$ cat src/rtl/mem_arbiter_if.sv
// Bundle of the IFU/LSU request-response channels and the downstream memory port.
// The arbiter takes the master view; the surrounding core/memory model takes the slave view.
interface mem_arbiter_if #(
    parameter int unsigned ADDR_W = 32,
    parameter int unsigned DATA_W = 32
);
    logic                  ifu_req_valid;
    logic                  ifu_req_ready;
    logic [ADDR_W-1:0]     ifu_addr;
    logic                  ifu_rsp_valid;
    logic [DATA_W-1:0]     ifu_rsp_data;
    logic                  ifu_rsp_err;

    logic                  lsu_req_valid;
    logic                  lsu_req_ready;
    logic [ADDR_W-1:0]     lsu_addr;
    logic                  lsu_wen;
    logic [DATA_W-1:0]     lsu_wdata;
    logic [DATA_W/8-1:0]   lsu_wstrb;
    logic                  lsu_rsp_valid;
    logic [DATA_W-1:0]     lsu_rsp_data;
    logic                  lsu_rsp_err;

    logic                  mem_req_valid;
    logic                  mem_req_ready;
    logic [ADDR_W-1:0]     mem_addr;
    logic                  mem_wen;
    logic [DATA_W-1:0]     mem_wdata;
    logic [DATA_W/8-1:0]   mem_wstrb;
    logic                  mem_rsp_valid;
    logic [DATA_W-1:0]     mem_rsp_data;
    logic                  mem_rsp_err;

    modport master (
        input  ifu_req_valid, ifu_addr,
        output ifu_req_ready, ifu_rsp_valid, ifu_rsp_data, ifu_rsp_err,
        input  lsu_req_valid, lsu_addr, lsu_wen, lsu_wdata, lsu_wstrb,
        output lsu_req_ready, lsu_rsp_valid, lsu_rsp_data, lsu_rsp_err,
        output mem_req_valid, mem_addr, mem_wen, mem_wdata, mem_wstrb,
        input  mem_req_ready, mem_rsp_valid, mem_rsp_data, mem_rsp_err
    );

    modport slave (
        output ifu_req_valid, ifu_addr,
        input  ifu_req_ready, ifu_rsp_valid, ifu_rsp_data, ifu_rsp_err,
        output lsu_req_valid, lsu_addr, lsu_wen, lsu_wdata, lsu_wstrb,
        input  lsu_req_ready, lsu_rsp_valid, lsu_rsp_data, lsu_rsp_err,
        input  mem_req_valid, mem_addr, mem_wen, mem_wdata, mem_wstrb,
        output mem_req_ready, mem_rsp_valid, mem_rsp_data, mem_rsp_err
    );
endinterface

$ cat src/rtl/mem_arbiter.sv
// Round-robin arbiter sharing one memory port between IFU and LSU, one transaction
// in flight, with a watchdog that turns a hung access into an error response.
module mem_arbiter #(
    parameter int unsigned ADDR_W  = 32,
    parameter int unsigned DATA_W  = 32,
    parameter int unsigned TIMEOUT = 255
) (
    input logic           clk,
    input logic           rst_n,
    mem_arbiter_if.master bus
);
    localparam int unsigned StrbW = DATA_W / 8;
    localparam int unsigned CntW  = (TIMEOUT > 0) ? $clog2(TIMEOUT + 1) : 1;
    localparam logic [CntW-1:0] WdLast = CntW'(TIMEOUT - 1);

    typedef enum logic [1:0] {StIdle, StReq, StWait} state_e;
    typedef enum logic {OwnIfu, OwnLsu} owner_e;

    state_e              state_q, state_d;
    owner_e              owner_q, owner_d;
    owner_e              last_q, last_d;
    logic [CntW-1:0]     wd_q, wd_d, wd_inc;
    logic [ADDR_W-1:0]   mem_addr_q, mem_addr_d;
    logic                mem_wen_q, mem_wen_d;
    logic [DATA_W-1:0]   mem_wdata_q, mem_wdata_d;
    logic [StrbW-1:0]    mem_wstrb_q, mem_wstrb_d;

    logic                grant_ifu, grant_lsu, timeout_hit;
    logic                rsp_fire, rsp_err;
    logic [DATA_W-1:0]   rsp_data;

    always_comb begin
        state_d     = state_q;
        owner_d     = owner_q;
        last_d      = last_q;
        wd_d        = wd_q;
        mem_addr_d  = mem_addr_q;
        mem_wen_d   = mem_wen_q;
        mem_wdata_d = mem_wdata_q;
        mem_wstrb_d = mem_wstrb_q;
        grant_ifu   = 1'b0;
        grant_lsu   = 1'b0;
        rsp_fire    = 1'b0;
        rsp_err     = 1'b0;
        rsp_data    = '0;
        timeout_hit = (TIMEOUT != 0) && (wd_q == WdLast);
        wd_inc      = (wd_q == '1) ? wd_q : wd_q + 1'b1;

        unique case (state_q)
            StIdle: begin
                // Readies are gated by rst_n so nothing handshakes while reset is held.
                if (rst_n) begin
                    grant_ifu = bus.ifu_req_valid && (!bus.lsu_req_valid || last_q == OwnLsu);
                    grant_lsu = bus.lsu_req_valid && !grant_ifu;
                end
                if (grant_ifu) begin
                    mem_addr_d  = bus.ifu_addr;
                    mem_wen_d   = 1'b0;
                    mem_wdata_d = '0;
                    mem_wstrb_d = '0;
                    owner_d     = OwnIfu;
                    last_d      = OwnIfu;
                    wd_d        = '0;
                    state_d     = StReq;
                end else if (grant_lsu) begin
                    mem_addr_d  = bus.lsu_addr;
                    mem_wen_d   = bus.lsu_wen;
                    mem_wdata_d = bus.lsu_wdata;
                    mem_wstrb_d = bus.lsu_wstrb;
                    owner_d     = OwnLsu;
                    last_d      = OwnLsu;
                    wd_d        = '0;
                    state_d     = StReq;
                end
            end
            StReq: begin
                wd_d = wd_inc;
                if (timeout_hit) begin
                    rsp_fire = 1'b1;
                    rsp_err  = 1'b1;
                    state_d  = StIdle;
                end else if (bus.mem_req_ready) begin
                    state_d = StWait;
                end
            end
            StWait: begin
                wd_d = wd_inc;
                // A real response on the timeout cycle takes priority over the watchdog.
                if (bus.mem_rsp_valid) begin
                    rsp_fire = 1'b1;
                    rsp_err  = bus.mem_rsp_err;
                    rsp_data = bus.mem_rsp_data;
                    state_d  = StIdle;
                end else if (timeout_hit) begin
                    rsp_fire = 1'b1;
                    rsp_err  = 1'b1;
                    state_d  = StIdle;
                end
            end
            default: state_d = StIdle;
        endcase
    end

    always_ff @(posedge clk or negedge rst_n) begin
        if (!rst_n) begin
            state_q     <= StIdle;
            owner_q     <= OwnIfu;
            last_q      <= OwnLsu;
            wd_q        <= '0;
            mem_addr_q  <= '0;
            mem_wen_q   <= 1'b0;
            mem_wdata_q <= '0;
            mem_wstrb_q <= '0;
        end else begin
            state_q     <= state_d;
            owner_q     <= owner_d;
            last_q      <= last_d;
            wd_q        <= wd_d;
            mem_addr_q  <= mem_addr_d;
            mem_wen_q   <= mem_wen_d;
            mem_wdata_q <= mem_wdata_d;
            mem_wstrb_q <= mem_wstrb_d;
        end
    end

    assign bus.ifu_req_ready = grant_ifu;
    assign bus.lsu_req_ready = grant_lsu;
    assign bus.ifu_rsp_valid = rsp_fire && (owner_q == OwnIfu);
    assign bus.lsu_rsp_valid = rsp_fire && (owner_q == OwnLsu);
    assign bus.ifu_rsp_data  = rsp_data;
    assign bus.lsu_rsp_data  = rsp_data;
    assign bus.ifu_rsp_err   = rsp_err;
    assign bus.lsu_rsp_err   = rsp_err;
    assign bus.mem_req_valid = (state_q == StReq);
    assign bus.mem_addr      = mem_addr_q;
    assign bus.mem_wen       = mem_wen_q;
    assign bus.mem_wdata     = mem_wdata_q;
    assign bus.mem_wstrb     = mem_wstrb_q;
endmodule

$ cat src/flat_wrapper.sv
// flat-port wrapper written by rule: the top's interface ports become plain ports
module mem_arbiter_flat 
#(
    parameter int unsigned ADDR_W  = 32,
    parameter int unsigned DATA_W  = 32,
    parameter int unsigned TIMEOUT = 255
)
  (clk, rst_n, bus_ifu_req_valid, bus_ifu_addr, bus_ifu_req_ready, bus_ifu_rsp_valid, bus_ifu_rsp_data, bus_ifu_rsp_err, bus_lsu_req_valid, bus_lsu_addr, bus_lsu_wen, bus_lsu_wdata, bus_lsu_wstrb, bus_lsu_req_ready, bus_lsu_rsp_valid, bus_lsu_rsp_data, bus_lsu_rsp_err, bus_mem_req_valid, bus_mem_addr, bus_mem_wen, bus_mem_wdata, bus_mem_wstrb, bus_mem_req_ready, bus_mem_rsp_valid, bus_mem_rsp_data, bus_mem_rsp_err);
  mem_arbiter_if #(.ADDR_W(ADDR_W), .DATA_W(DATA_W)) bus_i ();
  input logic clk;
  input logic rst_n;
  input wire logic [$bits(bus_i.ifu_req_valid)-1:0] bus_ifu_req_valid;
  input wire logic [$bits(bus_i.ifu_addr)-1:0] bus_ifu_addr;
  output wire logic [$bits(bus_i.ifu_req_ready)-1:0] bus_ifu_req_ready;
  output wire logic [$bits(bus_i.ifu_rsp_valid)-1:0] bus_ifu_rsp_valid;
  output wire logic [$bits(bus_i.ifu_rsp_data)-1:0] bus_ifu_rsp_data;
  output wire logic [$bits(bus_i.ifu_rsp_err)-1:0] bus_ifu_rsp_err;
  input wire logic [$bits(bus_i.lsu_req_valid)-1:0] bus_lsu_req_valid;
  input wire logic [$bits(bus_i.lsu_addr)-1:0] bus_lsu_addr;
  input wire logic [$bits(bus_i.lsu_wen)-1:0] bus_lsu_wen;
  input wire logic [$bits(bus_i.lsu_wdata)-1:0] bus_lsu_wdata;
  input wire logic [$bits(bus_i.lsu_wstrb)-1:0] bus_lsu_wstrb;
  output wire logic [$bits(bus_i.lsu_req_ready)-1:0] bus_lsu_req_ready;
  output wire logic [$bits(bus_i.lsu_rsp_valid)-1:0] bus_lsu_rsp_valid;
  output wire logic [$bits(bus_i.lsu_rsp_data)-1:0] bus_lsu_rsp_data;
  output wire logic [$bits(bus_i.lsu_rsp_err)-1:0] bus_lsu_rsp_err;
  output wire logic [$bits(bus_i.mem_req_valid)-1:0] bus_mem_req_valid;
  output wire logic [$bits(bus_i.mem_addr)-1:0] bus_mem_addr;
  output wire logic [$bits(bus_i.mem_wen)-1:0] bus_mem_wen;
  output wire logic [$bits(bus_i.mem_wdata)-1:0] bus_mem_wdata;
  output wire logic [$bits(bus_i.mem_wstrb)-1:0] bus_mem_wstrb;
  input wire logic [$bits(bus_i.mem_req_ready)-1:0] bus_mem_req_ready;
  input wire logic [$bits(bus_i.mem_rsp_valid)-1:0] bus_mem_rsp_valid;
  input wire logic [$bits(bus_i.mem_rsp_data)-1:0] bus_mem_rsp_data;
  input wire logic [$bits(bus_i.mem_rsp_err)-1:0] bus_mem_rsp_err;
  assign bus_i.ifu_req_valid = bus_ifu_req_valid;
  assign bus_i.ifu_addr = bus_ifu_addr;
  assign bus_ifu_req_ready = bus_i.ifu_req_ready;
  assign bus_ifu_rsp_valid = bus_i.ifu_rsp_valid;
  assign bus_ifu_rsp_data = bus_i.ifu_rsp_data;
  assign bus_ifu_rsp_err = bus_i.ifu_rsp_err;
  assign bus_i.lsu_req_valid = bus_lsu_req_valid;
  assign bus_i.lsu_addr = bus_lsu_addr;
  assign bus_i.lsu_wen = bus_lsu_wen;
  assign bus_i.lsu_wdata = bus_lsu_wdata;
  assign bus_i.lsu_wstrb = bus_lsu_wstrb;
  assign bus_lsu_req_ready = bus_i.lsu_req_ready;
  assign bus_lsu_rsp_valid = bus_i.lsu_rsp_valid;
  assign bus_lsu_rsp_data = bus_i.lsu_rsp_data;
  assign bus_lsu_rsp_err = bus_i.lsu_rsp_err;
  assign bus_mem_req_valid = bus_i.mem_req_valid;
  assign bus_mem_addr = bus_i.mem_addr;
  assign bus_mem_wen = bus_i.mem_wen;
  assign bus_mem_wdata = bus_i.mem_wdata;
  assign bus_mem_wstrb = bus_i.mem_wstrb;
  assign bus_i.mem_req_ready = bus_mem_req_ready;
  assign bus_i.mem_rsp_valid = bus_mem_rsp_valid;
  assign bus_i.mem_rsp_data = bus_mem_rsp_data;
  assign bus_i.mem_rsp_err = bus_mem_rsp_err;
  mem_arbiter #(.ADDR_W(ADDR_W), .DATA_W(DATA_W), .TIMEOUT(TIMEOUT)) u_core (.clk(clk), .rst_n(rst_n), .bus(bus_i));
endmodule
$ cat config.mk
export PLATFORM = sky130hd
export DESIGN_NAME = mem_arbiter_flat
export DESIGN_NICKNAME = d
export VERILOG_FILES = /design/src/rtl/mem_arbiter_if.sv /design/src/rtl/mem_arbiter.sv /design/src/flat_wrapper.sv
export SDC_FILE = /design/constraint.sdc
export NUM_CORES = 1
export LEC_CHECK = 0
export ABC_AREA = 1
export BUFFER_PORTS_ARGS = -buffer_cell sky130_fd_sc_hd__buf_2
export CORE_AREA = 8 8 121 123
export DETAILED_ROUTE_END_ITERATION = 7
export DIE_AREA = 0 0 129 131
export MAX_ROUTING_LAYER = met4
export PLACE_DENSITY = 0.67
export SLEW_MARGIN = 20
export SYNTH_ARGS = -nofsm -noshare
export SYNTH_HDL_FRONTEND = slang
export SYNTH_SLANG_ARGS = --single-unit
$ cat constraint.sdc
create_clock -name clk -period 2.15 [get_ports clk]
set_input_delay 0.43 -clock clk [delete_from_list [all_inputs] [get_ports clk]]
set_output_delay 0.43 -clock clk [all_outputs]
set_load 0.02 [all_outputs]
## Word-level counts from Yosys, hierarchy flattened

Index checks and enable logic that the tools add are counted.

- Multiplexer cells: 34
- Reductions and logical operators: 14
- Add/sub/neg operators: 1
- Bitwise operators: 1
- Equality and inequality tests: 8

Operators with widths:

| kind | number |
|---|---|
| 32-bit two-way mux | 6 |
| 8-bit two-way mux | 3 |
| 8-bit == test, second input constant | 2 |
| 8-bit one-hot mux with 2 select lines | 1 |
| 1-bit two-way mux | 13 |
| 2-bit two-way mux | 6 |
| 8-bit by 1-bit adder with 8-bit output, second input constant | 1 |
| 4-bit two-way mux | 2 |
| 3-bit by 1-bit != test with 1-bit output, second input constant | 2 |
| 2-bit one-hot mux with 3 select lines | 1 |
| 3-bit AND reduction | 2 |
| 1-bit logical AND | 4 |
| 1-bit one-hot mux with 2 select lines | 2 |
| 2-bit nonzero test | 2 |
| 3-bit by 2-bit != test with 1-bit output, second input constant | 1 |
| 2-bit by 1-bit == test with 1-bit output, second input constant | 1 |
| 2-bit == test, second input constant | 1 |
| 1-bit logical NOT | 2 |
| 2-bit logical NOT | 1 |
| 2-bit != test, second input constant | 1 |
| 2-bit AND reduction | 1 |
| 2-bit OR reduction | 1 |
| 1-bit logical OR | 1 |
| 1-bit inverter | 1 |

- Register bits: 81
- Output and inout bits: 140

## Logic depth before layout (Yosys ltp)

- Word-level depth: 10
- Mapped depth: 9
- Mapped depth without buffers: 9

## Worst setup path before layout

OpenSTA, ideal clock, no wires.

- Kind: register to output
- From: reg u_core.state_q[0]
- To: out bus_lsu_rsp_err
- Arrival: 1605 ps
- Slack: 115 ps
- Cell stages (with the launch flop): 7
- Data required time: 1720 ps
- Cells stage by stage: dfrtp_1 -> inv_1 -> ha_1 -> clkbuf_1 -> nand3_1 -> nor2_1 -> buf_4

- Word-level cells in the longest chain between the ends: 2
- Elaborated cells on any way between the ends: 3

RTL lines:

| item | line | RTL |
|---|---|---|
| start: declaration | mem_arbiter.sv:19 | `state_e state_q, state_d;` |
| start signal: assignment | mem_arbiter.sv:106 | `state_q <= StIdle;` |
| start signal: assignment | mem_arbiter.sv:115 | `state_q <= state_d;` |
| 2-bit == test / 2-bit by 1-bit == test with 1-bit output (equally long branches) | mem_arbiter.sv:49 | `unique case (state_q)` |
| 1-bit one-hot mux with 2 select lines (*) | mem_arbiter.sv:49 |  |
| end: declaration | flat_wrapper.sv:26 | `output wire logic [$bits(bus_i.lsu_rsp_err)-1:0] bus_lsu_rsp_err;` |

Every way passes the cells marked *; elsewhere a longest branch is shown, timed or not.

## Final worst setup path

- From: reg u_core.state_q[0]
- To: out bus_lsu_rsp_data[5]

- Word-level cells in the longest chain between the ends: 2

RTL lines:

| item | line | RTL |
|---|---|---|
| 2-bit == test | mem_arbiter.sv:49 |  |
| 32-bit two-way mux | mem_arbiter.sv:49 |  |
| end: declaration | flat_wrapper.sv:25 | `output wire logic [$bits(bus_i.lsu_rsp_data)-1:0] bus_lsu_rsp_data;` |

Every way passes these cells.

==> results.toml <==
[floorplan]
ioPinCount = 280
start_util = 0.3399
design.core.area_um2 = 12870
die_h_um = 131
rows = 42
die_area_um2 = 16900
die_w_um = 129

[timing]
finalSetupViolations = 0
hold_viol = 0
min_period_ns = 2.100
rsz0062_at_grt = "true"
clock.fmax_mhz = 476.1
period_share = 0.9769
slew_violations = 0
relSlewSlack = 0.5807
fin_tns_setup_ns = 0
finClkSkew_ns = 0.007888
worst_pin_slew_ns = 0.6289

[synthesis]
synth_top_area_frac = 0.4574
syn_area_per_cell_um2 = 7.025
synthMuxAreaShare = 0
synth-edff-count = 0
synth_top_family_by_area = "simple AND/OR/NAND/NOR gates"
synth_largest_area_cell = "dfrtp_1"
synth_fp_nets = 769
synth_cell_types = 21
synth-simple-area-share = 0.3676
synth_fa_ha_area_frac = 0.01715
synth_area_um2 = 4377
yosysWarnings = 0
async_reset_ff_frac = 1.000
synth-seq-cells = 81
synth_most_common_cell = "nand2_1"
synth_compound_area_frac = 0.01915
synthTopCellsByArea = "dfrtp_1, nand2_1, buf_4, nand3_1, inv_1"
synth_xor_area_frac = 0.004002
synthCells = 623
ys_seq_area_frac = 0.4634
synth_common_cells = "nand2_1, dfrtp_1, inv_1, nand3_1, nor2_1"
synth_flop_cell = "dfrtp_1"

[worst_setup_path]
crit_fanout = 32
r2r-end = "u_core.bus.mem_wdata[4]$_DFFE_PN0P_"
critical_path.startpoint_type = "flip-flop"
r2r_slack_ns = 0.26
critPathRequiredTime_ns = 1.72
endpoint_kind = "primary output"
critPathKind = "flip-flop to primary output"
r2r_cells = 10
cp.arrival_ns = 1.67
rr_startpoint = "u_core.state_q[0]$_DFFE_PN0P_"

[global_route]
grt_pass1_vias = 4550
gr-total-overflow = 0
grt_max_degree = 70
grt_pass1_wl_um = 22600
antenna_found_initial = 1
grt_usage = 0.1762

[layout]
area_growth_pct = 41.40
multi_input_area_um2 = 1863
nFillCells = 1333
layout.nets = 1015
design_area_um2 = 6188
regArea_um2 = 2028
fin_cells = 1051
drive_above_1_share = 0.3810

[route]
met2WireLength_um = 7544
highest_layer = "met4"
ant_nets = 0
viasPerCell = 4.361
drt_iter0_markers = 169
wl_met1_um = 6112
drc = 0
dr_wl_met3_um = 1360
wl_per_cell_um = 14.46
wl_um = 15200
vias = 4583
dr.pass1.iters = 4

[clock_tree]
cts_tree = "built"
clock_path_buffers = 2
clkSlewWorstSetupHoldPaths_ns = 0.06
root_buffer = "clkbuf_16"
htreeDepth = 3
clock-sinks = 81
clock_latency_ns = 0.33
numCtsBuffers = 9

[worst_hold_path]
hp-class = "primary input to asynchronous set/reset pin"

[flow_run]
maxCapViolations = 0

[pwr]
p_leak_nw = 3.903
vdd_ir_drop_max_uv = 496.4
p_per_area_nw_per_um2 = 1287

[place]
port_buffers = 279
gp_routability_congestion = 0.8060
place_inst = 1027
dp_hpwl_um = 11730
dpl_cell_area_um2 = 5748

[run_status]
status = "completed"
[cells by family (layout without fill, tap and decap cells)]
family | Yosys count | count (layout)
other | 0 | 1
flip-flops | 81 | 81
AND/OR/NAND/NOR | 407 | 407
buffers and inverters | 114 | 365
XOR/XNOR | 2 | 2
AO/OA/AOI/OAI | 13 | 13
adder cells (fa/ha/maj) | 6 | 6
[flip-flops by register name (all words and copies together), names as in the netlist]
register / cells
u_core.bus.mem_wdata: 32
u_core.last_q: 1
u_core.bus.mem_wen: 1
u_core.owner_q: 1
u_core.state_q: 2
u_core.bus.mem_wstrb: 4
u_core.bus.mem_addr: 32
u_core.wd_q: 8
[per-stage QoR]
step	hold slack (ns)	worst slack (ns)	power, mW	utilization
3_5_place_dp	0.4532	0.1782	6.438	0.4465
6_report	0.1900	0.04971	7.962	0.4807
4_1_cts	0.1772	0.001819	7.985	0.4715
3_3_place_gp	0.4500	0.2486	6.405	0.4465
5_1_grt	0.2206	-0.02077	8.563	0.4807
2_1_floorplan	0.1344	0.1152	5.029	-
[layout make-up]
class | instances | share of cell area
antenna | 1 | 0.0004044
clock buffer | 10 | 0.03862
timing repair buffer | 297 | 0.2568
sequential | 81 | 0.3277
tap | 176 | 0.03558
inverter | 52 | 0.03154
multi-input combinational | 428 | 0.3011
clock inverter | 6 | 0.008290
[worst max-delay path by stage]
stage,startpoint,end,slack [ns],cells after the start
floorplan,u_core.state_q[0]$_DFFE_PN0P_,bus_lsu_rsp_err,0.12,6
global placement,u_core.wd_q[0]$_DFFE_PN0P_,bus_ifu_rsp_err,0.25,9
detailed placement,u_core.wd_q[0]$_DFFE_PN0P_,bus_ifu_rsp_err,0.18,9
CTS,u_core.wd_q[0]$_DFFE_PN0P_,bus_ifu_rsp_err,0.002,9
global route,u_core.state_q[1]$_DFFE_PN0P_,bus_ifu_rsp_err,-0.02,7
finish,u_core.state_q[0]$_DFFE_PN0P_,bus_lsu_rsp_data[5],0.05,6
[repair_timing]
item | in CTS | in global routing
pin swaps | 1 | 6
setup buffers | 1 | 6
endpoints found under the setup margin | 4 | 24
hold buffers | 0 | 0
gates resized for setup | 9 | 18
[critical path: stages (launching register included)]
cell and delay, ns:
dfrtp_1 0.41, inv_1 0.10, ha_1 0.18, nand2_1 0.09, buf_12 0.17, nor2_1 0.17
buf_2 0.21
[power breakdown]
part	switching, mW	internal (mW)	total (mW)
Combinational	2.59	1.29	3.88
Clock	0.638	0.828	1.47
Sequential	0.383	2.23	2.61
[metal layers]
metal | global-route usage | vias to the layer above
li1 | - | 2336
met1 | 0.1962 | 2025
met2 | 0.3042 | 208
met3 | 0.04992 | 14
met4 | 0.04838 | 0
met5 | - | -
[cells in the final DEF (no fill, tap or decap), types with 2 or more instances in the layout]
cell | netlist | final
buf_6 | 0 | 2
buf_12 | 0 | 3
nand2_2 | 0 | 3
xnor2_1 | 2 | 2
inv_1 | 51 | 49
o21bai_1 | 2 | 2
inv_2 | 1 | 3
dfrtp_1 | 80 | 80
nor2_2 | 0 | 3
o21ai_0 | 8 | 8
buf_2 | 9 | 274
nand2_1 | 307 | 304
clkbuf_16 | 0 | 9
nand4_1 | 2 | 2
clkinvlp_4 | 0 | 3
nor2_1 | 46 | 40
nor2_4 | 0 | 3
buf_4 | 33 | 18
nand3_1 | 48 | 46
nand3_4 | 0 | 2
nand3b_1 | 2 | 2
ha_1 | 6 | 4
(Power assumes the default switching activity.)
